## config.mk

```make
export PLATFORM = sky130hd
export DESIGN_NAME = stopwatch_ctrl
export DESIGN_NICKNAME = d
export VERILOG_FILES = /design/src/rtl/stopwatch_ctrl_pkg.sv /design/src/rtl/stopwatch_ctrl_btn_debounce.sv /design/src/rtl/stopwatch_ctrl.sv
export SDC_FILE = /design/constraint.sdc
export NUM_CORES = 1
export LEC_CHECK = 0
export ABC_AREA = 1
export CAP_MARGIN = 20
export CORE_UTILIZATION = 44
export CTS_CLUSTER_DIAMETER = 40
export DETAILED_ROUTE_END_ITERATION = 12
export PLACE_DENSITY = 0.6
export SLEW_MARGIN = 20
export SYNTH_ARGS = -nofsm -noshare
export SYNTH_HDL_FRONTEND = slang
export SYNTH_SLANG_ARGS = --single-unit
```

## constraint.sdc

```tcl
create_clock -name clk -period 1.36 [get_ports clk]
set_input_delay 0.204 -clock clk [delete_from_list [all_inputs] [get_ports clk]]
set_output_delay 0.204 -clock clk [all_outputs]
set_load 0.05 [all_outputs]
```

## src/rtl/stopwatch_ctrl_pkg.sv

```systemverilog
// Shared definitions for the stopwatch control slice: FSM state codes and
// the default debounce window (10 ms at 100 MHz).
package stopwatch_ctrl_pkg;

    localparam int unsigned DEBOUNCE_CYCLES_DEF = 1_000_000;

    typedef enum logic [1:0] {
        ST_STOP  = 2'b00,
        ST_RUN   = 2'b01,
        ST_CLEAR = 2'b10
    } sw_state_e;

endpackage

```

## src/rtl/stopwatch_ctrl_btn_debounce.sv

```systemverilog
// One pushbutton front end: 2-flop synchronizer, stable-level debouncer and
// a one-cycle registered press pulse on each accepted 0->1 transition.
module btn_debounce
    import stopwatch_ctrl_pkg::*;
#(
    parameter int unsigned DEBOUNCE_CYCLES = DEBOUNCE_CYCLES_DEF
) (
    input  logic clk,
    input  logic reset,
    input  logic btn,
    output logic press
);

    localparam int unsigned     CNT_W    = (DEBOUNCE_CYCLES > 1) ? $clog2(DEBOUNCE_CYCLES) : 1;
    localparam logic [CNT_W-1:0] CNT_LAST = CNT_W'(DEBOUNCE_CYCLES - 1);

    logic             sync1;
    logic             sync2;
    logic             level;
    logic [CNT_W-1:0] cnt;

    always_ff @(posedge clk or negedge reset) begin
        if (!reset) begin
            sync1 <= 1'b0;
            sync2 <= 1'b0;
            level <= 1'b0;
            cnt   <= '0;
            press <= 1'b0;
        end else begin
            sync1 <= btn;
            sync2 <= sync1;
            press <= 1'b0;
            if (sync2 == level) begin
                cnt <= '0;
            end else if (cnt == CNT_LAST) begin
                // Accepting the new level; a rising acceptance is the press.
                level <= sync2;
                cnt   <= '0;
                press <= sync2;
            end else begin
                cnt <= cnt + 1'b1;
            end
        end
    end

endmodule

```

## src/rtl/stopwatch_ctrl.sv

```systemverilog
// Stopwatch run/stop/clear controller driving an external up-counter.
// Optional lap/display-freeze button enabled by defining STOPWATCH_LAP_EN.
module stopwatch_ctrl
    import stopwatch_ctrl_pkg::*;
#(
    parameter int unsigned DEBOUNCE_CYCLES = DEBOUNCE_CYCLES_DEF
) (
    input  logic       clk,
    input  logic       reset,
    input  logic       i_btn_run,
    input  logic       i_btn_clr,
`ifdef STOPWATCH_LAP_EN
    input  logic       i_btn_lap,
`endif
    output logic       o_run_on,
    output logic       o_clr_on,
`ifdef STOPWATCH_LAP_EN
    output logic       o_lap_hold,
`endif
    output logic [1:0] o_state
);

    sw_state_e state;
    sw_state_e state_next;
    logic      run_press;
    logic      clr_press;

    btn_debounce #(.DEBOUNCE_CYCLES(DEBOUNCE_CYCLES)) u_run (
        .clk   (clk),
        .reset (reset),
        .btn   (i_btn_run),
        .press (run_press)
    );

    btn_debounce #(.DEBOUNCE_CYCLES(DEBOUNCE_CYCLES)) u_clr (
        .clk   (clk),
        .reset (reset),
        .btn   (i_btn_clr),
        .press (clr_press)
    );

    always_ff @(posedge clk or negedge reset) begin
        if (!reset) begin
            state <= ST_STOP;
        end else begin
            state <= state_next;
        end
    end

    always_comb begin
        state_next = ST_STOP;
        case (state)
            ST_STOP: begin
                // Clear wins when both presses land in the same cycle.
                if (clr_press)      state_next = ST_CLEAR;
                else if (run_press) state_next = ST_RUN;
                else                state_next = ST_STOP;
            end
            ST_RUN:   state_next = run_press ? ST_STOP : ST_RUN;
            ST_CLEAR: state_next = ST_STOP;
            default:  state_next = ST_STOP;
        endcase
    end

    assign o_run_on = (state == ST_RUN);
    assign o_clr_on = (state == ST_CLEAR);
    assign o_state  = state;

`ifdef STOPWATCH_LAP_EN
    logic lap_press;
    logic lap_hold;
    logic lap_hold_next;

    btn_debounce #(.DEBOUNCE_CYCLES(DEBOUNCE_CYCLES)) u_lap (
        .clk   (clk),
        .reset (reset),
        .btn   (i_btn_lap),
        .press (lap_press)
    );

    always_comb begin
        lap_hold_next = lap_hold;
        if (lap_press && (state == ST_RUN))       lap_hold_next = ~lap_hold;
        else if (lap_press && (state == ST_STOP)) lap_hold_next = 1'b0;
        if (state_next == ST_CLEAR)               lap_hold_next = 1'b0;
    end

    always_ff @(posedge clk or negedge reset) begin
        if (!reset) begin
            lap_hold <= 1'b0;
        end else begin
            lap_hold <= lap_hold_next;
        end
    end

    assign o_lap_hold = lap_hold;
`endif

endmodule

```

==> results of run 1 <==
worst max-delay path, stage by stage (launching register included):
cell	delay (ns)
dfrtp_1	0.37
ha_2	0.21
nand3_4	0.10
nor2_4	0.21
nand3_4	0.15
nand2_8	0.14
nor2_1	0.05
power breakdown:
group | internal [mW] | switching [mW]
sequential | 1.51 | 0.0182
clock | 0.386 | 0.545
combinational | 0.0560 | 0.0836
total | 1.95 | 0.646
cell usage in the layout (no fill, tap or decap), drive strengths merged:
cell type	instances
nand3	33
nand4	8
dfrtp	50
nor2	91
clkinv	1
nand2	59
clkdlybuf4s50	2
a21oi	5
xor2	13
clkbuf	5
o21bai	2
ha	2
inv	37
dlygate4sd3	1
buf	29
nor3b	1
xnor2	9
nor3	3
o31ai	1
o21ai	6
and3	1
how the worst max path moves through the flow:
stage               endpoint  slack [ns]  cells past startpoint
6_report        u_clr.cnt[1]        0.03                      6
5_1_grt        u_clr.cnt[18]       -0.05                      9
2_1_floorplan       o_run_on       -0.09                      2
3_3_place_gp    u_clr.cnt[9]        0.05                      6
3_5_place_dp   u_clr.cnt[15]       -0.03                      6
4_1_cts         u_run.cnt[9]      0.0008                      6
per-layer routing:
metal / vias to the layer above / share of wire [%]
li1: 1086 / -
met5: - / 0
met3: 7 / 2.2
met2: 22 / 46
met1: 1001 / 50
met4: 0 / 1.4
area by class of cell:
type                       instances  area, µm²  area share [%]
multi-input combinational        234       1400            42.5
sequential                        50       1260            38.3
timing repair buffer              32        308            9.38
inverter                          35        134            4.08
tap                               72       90.1            2.74
clock buffer                       5       68.8            2.10
clock inverter                     3       28.8           0.877
flip-flops by register name (all words and copies together) (netlist names):
register and count:
u_clr.cnt 20, o_state 2, u_run.level 1, u_clr.sync1 1
u_run.sync1 1, u_clr.press 1, u_run.cnt 20, u_run.press 1
u_clr.level 1, u_run.sync2 1, u_clr.sync2 1
cell families after synthesis:
logic type / Yosys count / share of synthesized area (%)
compound gates: 14 / 2.94
xor+xnor: 22 / 8.30
fa+ha+maj: 2 / 0.949
buf+inv: 35 / 5.08
flops: 50 / 47.4
simple gates: 195 / 35.3
through the flow:
stage	setup TNS, ns	total power, mW
floorplan	-0.169	1.60
global placement	0	1.68
detailed placement	-0.163	1.68
CTS	0	2.63
global route	-0.483	2.71
finish	0	2.59
timing repair:
item,CTS,global route
resized for setup,4,35
cloned,0,1
endpoints found under the setup margin,18,34
hold buffers,1,0
buffers inserted,0,10
endpoints found under the hold margin,50,0
pin swaps,0,13
==> impl_metrics.py, run 1 <==
metrics = {
    "grt": {
        "met3_usage_pct": 3.54,
        "grt_max_degree": 51,
        "grt_pass1_vias": 2038,
        "grt_pass1_wl_um": 9230,
        "met2_usage_pct": 28.9,
        "grt-ovfl-total": 0,
        "busiest_layer": "met2",
        "met1_usage_pct": 26.9,
        "antenna_found_initial": 0,
        "grt_use_total_pct": 18.8,
    },
    "critical_path": {
        "crit_fanout": 8,
        "startpoint_type": "flip-flop",
        "cp-end-kind": "flip-flop",
        "timing.rr.start": "u_clr.cnt[0]",
        "rr_worst_depth": 6,
        "cp.arrival_ns": 1.53,
        "cp-startpoint": "u_clr.cnt[0]",
        "critical_path_class": "reg -> reg",
        "rrSetupSlack_ns": 0.03,
        "cp.required_ns": 1.56,
        "reg2reg_to": "u_clr.cnt[1]",
    },
    "detailed_routing": {
        "num_vias": 2116,
        "vias_per_cell": 4.91,
        "drt-initial-drc-count": 120,
        "dr.pass1.iters": 4,
        "drc": 0,
        "wirelength_um": 5390,
        "ant_nets": 0,
        "wl_per_cell_um": 12.5,
    },
    "worst_hold_path": {
        "holdPathEnd": "u_run.sync1",
        "worstHoldStart": "i_btn_run",
        "hold_path.class": "in -> reg",
        "hold_depth": 1,
    },
    "yosys": {
        "synth_top_area_share_pct": 47.4,
        "synth_top_cell_by_area": "dfrtp_1",
        "netlist_top_cells_count": "nor2_1 (75), nand2_1 (53), dfrtp_1 (50)",
        "yosysMostFrequentCell": "nor2_1",
        "synth_area_leaders": "dfrtp_1 (47%), nor2_1 (11%), nand2_1 (7.5%)",
        "syn-num-nets": 324,
        "syn_area_um2": 2640,
        "yosysWarnings": 0,
        "ys_types": 27,
        "ys_ff_latch": 50,
        "yosysSeqAreaShare_pct": 47.4,
        "synth_edf_count": 0,
        "syn_avg_cell_area_um2": 8.29,
        "synthFlopType": "dfrtp_1",
        "syn_inst": 318,
        "async_flop_share_pct": 100,
    },
    "clock_network": {
        "cts_max_level": 2,
        "cts_tree": "yes",
        "cts_inserted_buffers": 5,
        "insertion_delay_ns": 0.31,
        "clkTransAtPathRegs_ns": 0.11,
        "clockRootBuffer": "clkbuf_8",
        "clockBufferDepth": 2,
        "clock-sinks": 50,
    },
    "timing": {
        "rsz0062_at_grt": "true",
        "fin_worst_hold_slack_ns": 0.318,
        "timing.fmax_mhz": 754,
        "period_needed_ns": 1.33,
        "drv_slew": 0,
        "fin_ws_ns": 0.0332,
        "worst_pin_slew_ns": 0.374,
        "maxSlewHeadroom_pct": 75.0,
        "hold_violations": 0,
        "period_share_pct": 97.6,
        "setup_viol": 0,
        "fin_skew_ns": 0.0115,
    },
    "floorplan": {
        "die_w_um": 79.4,
        "die_h_um": 79.4,
        "row_count": 27,
        "core_area_um2": 5640,
        "ios": 8,
        "initial_utilization_pct": 46.8,
        "die_area_um2": 6310,
    },
    "cells_and_area": {
        "fin_area_um2": 3280,
        "drive_gt1_share_pct": 29.5,
        "nNetsFinal": 364,
        "fill_cells": 499,
        "num_antenna_cells": 0,
        "syn2layout_area_growth_pct": 24.4,
        "utilization_pct": 58.2,
        "final_cells": 431,
    },
    "placed_design": {
        "placed_cells": 411,
        "portBuffers": 7,
        "routabilityCongestion": 0.853,
        "preCtsSetupSlack_ns": -0.0281,
        "place_hpwl_um": 3780,
        "placed_area_um2": 2960,
    },
    "power_and_ir_drop": {
        "power_density_nw_per_um2": 790,
        "ir_drop_uv": 550,
        "p_leak_nw": 1.38,
    },
    "run_status": {
        "status": "completed",
    },
    "run": {
        "max_cap_viol_count": 0,
    },
}
No activity file was read; power rests on OpenSTA's default activity.
==> inputs of run 2 (changes only) <==
--- a/config.mk
+++ b/config.mk
@@ -8,9 +8,11 @@
 export ABC_AREA = 1
 export CAP_MARGIN = 20
 export CORE_UTILIZATION = 44
+export CTS_BUF_LIST = sky130_fd_sc_hd__clkbuf_4
 export CTS_CLUSTER_DIAMETER = 40
 export DETAILED_ROUTE_END_ITERATION = 12
 export PLACE_DENSITY = 0.6
+export SKIP_LAST_GASP = 1
 export SLEW_MARGIN = 20
 export SYNTH_ARGS = -nofsm -noshare
 export SYNTH_HDL_FRONTEND = slang
==> impl_metrics.py, run 2 (synthesis results as in run 1) <==
metrics = {
    "critical_path": {
        "critPathSlowestCell": "dfrtp_2",
        "cp.arrival_ns": 1.16,
        "cp_top_family": "flip-flops",
        "cp-end-kind": "output pin",
        "crit_fanout": 3,
        "max_stage_delay_ns": 0.47,
        "crit_buf_inv": 2,
        "critical_path_class": "reg -> out",
        "cp.required_ns": 1.16,
        "startpoint_type": "flip-flop",
        "crit_chain": "buf_4, buf_12",
    },
    "grt": {
        "grt_use_total_pct": 19.4,
        "grt_pass1_vias": 2067,
        "grt_pass1_wl_um": 9360,
        "antenna_found_initial": 0,
        "grt-ovfl-total": 0,
        "grt_max_degree": 51,
    },
    "detailed_routing": {
        "dr.pass1.iters": 5,
        "vias_per_cell": 4.88,
        "num_vias": 2106,
        "wl_per_cell_um": 12.5,
        "drt-initial-drc-count": 103,
        "wirelength_um": 5400,
        "drc": 0,
        "ant_nets": 0,
    },
    "cells_and_area": {
        "num_antenna_cells": 0,
        "syn2layout_area_growth_pct": 22.9,
        "seqCellArea_um2": 1260,
        "nNetsFinal": 365,
        "final_cell_mix": "nor2_1 (65), nand2_1 (50), dfrtp_1 (44), nand3_1 (27), inv_1 (25)",
        "fill_cells": 500,
        "multi_input_area_um2": 1380,
        "layout_commonest_cell": "nor2_1",
        "drive_gt1_share_pct": 28.1,
    },
    "clock_network": {
        "clockBufferDepth": 2,
        "cts_inserted_buffers": 5,
        "clkTransAtPathRegs_ns": 0.17,
        "insertion_delay_ns": 0.39,
        "cts_max_level": 2,
        "clockRootBuffer": "clkbuf_4",
        "cts_tree": "yes",
        "clock-sinks": 50,
    },
    "placed_design": {
        "place_hpwl_um": 3780,
        "portBuffers": 7,
        "routabilityCongestion": 0.853,
    },
    "timing": {
        "setup_viol": 1,
        "maxSlewHeadroom_pct": 74.4,
        "fin_skew_ns": 0.0186,
        "worst_pin_slew_ns": 0.384,
        "hold_violations": 0,
        "tns_ns": -0.00394,
        "period_share_pct": 100,
        "fin_worst_hold_slack_ns": 0.226,
        "period_needed_ns": 1.36,
        "drv_slew": 0,
        "timing.fmax_mhz": 733,
        "fin_ws_ns": -0.00394,
        "rsz0062_at_grt": "true",
    },
    "floorplan": {
        "ios": 8,
        "row_count": 27,
        "die_w_um": 79.4,
        "core_area_um2": 5640,
        "die_h_um": 79.4,
        "die_area_um2": 6310,
        "initial_utilization_pct": 46.8,
    },
    "worst_hold_path": {
        "hold_path.class": "in -> reg",
    },
    "power_and_ir_drop": {
        "ir_drop_uv": 431,
        "power_density_nw_per_um2": 749,
        "p_leak_nw": 1.37,
    },
    "run_status": {
        "status": "finished, violations left",
        "violations": "negative setup slack",
    },
    "run": {
        "max_cap_viol_count": 0,
    },
}
==> run 2: cell count changes in the layout (fill, tap and decap cells not counted), moves of 4 or more <==
cell / change
clkbuf_8: -5
nor2_2: -5
nor2_1: +4
clkbuf_4: +5
==> run 2: cell type report <==
cell class	count	area share (%)
Multi-Input combinational cell	234	42.5
Tap cell	72	2.78
Clock buffer	5	1.16
Timing Repair Buffer	33	9.73
Sequential cell	50	38.8
Inverter	35	4.13
Clock inverter	3	0.888
==> run 2: power by group <==
group | total (mW) | switching, mW | leakage (nW) | internal, mW
sequential | 1.53 | 0.0181 | 0.674 | 1.51
clock | 0.764 | 0.538 | 0.0377 | 0.226
combinational | 0.137 | 0.0811 | 0.661 | 0.0563
==> run 2: per-stage QoR <==
step | instance area, µm² | worst slack, ns | power (mW) | instances | utilization [%]
after global routing | 3240 | -0.0801 | 2.55 | 432 | 57.4
final | 3240 | -0.00394 | 2.43 | 432 | 57.4
after CTS | 3090 | -0.0193 | 2.46 | 424 | 54.8
after floorplan | 2640 | -0.0913 | 1.60 | 318 | -
after global placement | 2960 | 0.0475 | 1.68 | 411 | 52.4
after detailed placement | 2960 | -0.0281 | 1.68 | 411 | 52.4
==> run 2: path summary, 6_finish.rpt <==
kind	startpoint	to	slack, ns	cells after the start
max in group asynchronous	reset	u_run.cnt[10]	0.80	3
min reg2reg	u_run.sync1	u_run.sync2	0.37	0
min	i_btn_run	u_run.sync1	0.23	1
min in group asynchronous	reset	u_clr.cnt[12]	0.30	3
max	o_state[1]	o_state[1]	-0.004	2
max reg2reg	u_clr.cnt[6]	u_clr.cnt[15]	0.05	6
==> run 2: metal layers <==
layer	wire, µm	share of wire [%]	GRT usage (%)	vias up
met5	0	0	0	-
met4	67	1.2	6.36	0
met3	141	2.6	4.91	5
met2	2490	46	29.7	24
met1	2700	50	26.8	990
li1	-	-	-	1087
==> run 2: what timing repair did <==
action,4_1_cts,5_1_grt
buffers inserted,4,7
setup endpoints to repair,18,34
pin swaps,2,8
gates cloned,0,1
resized for setup,9,25
hold buffers,1,0
hold endpoints to repair,50,0
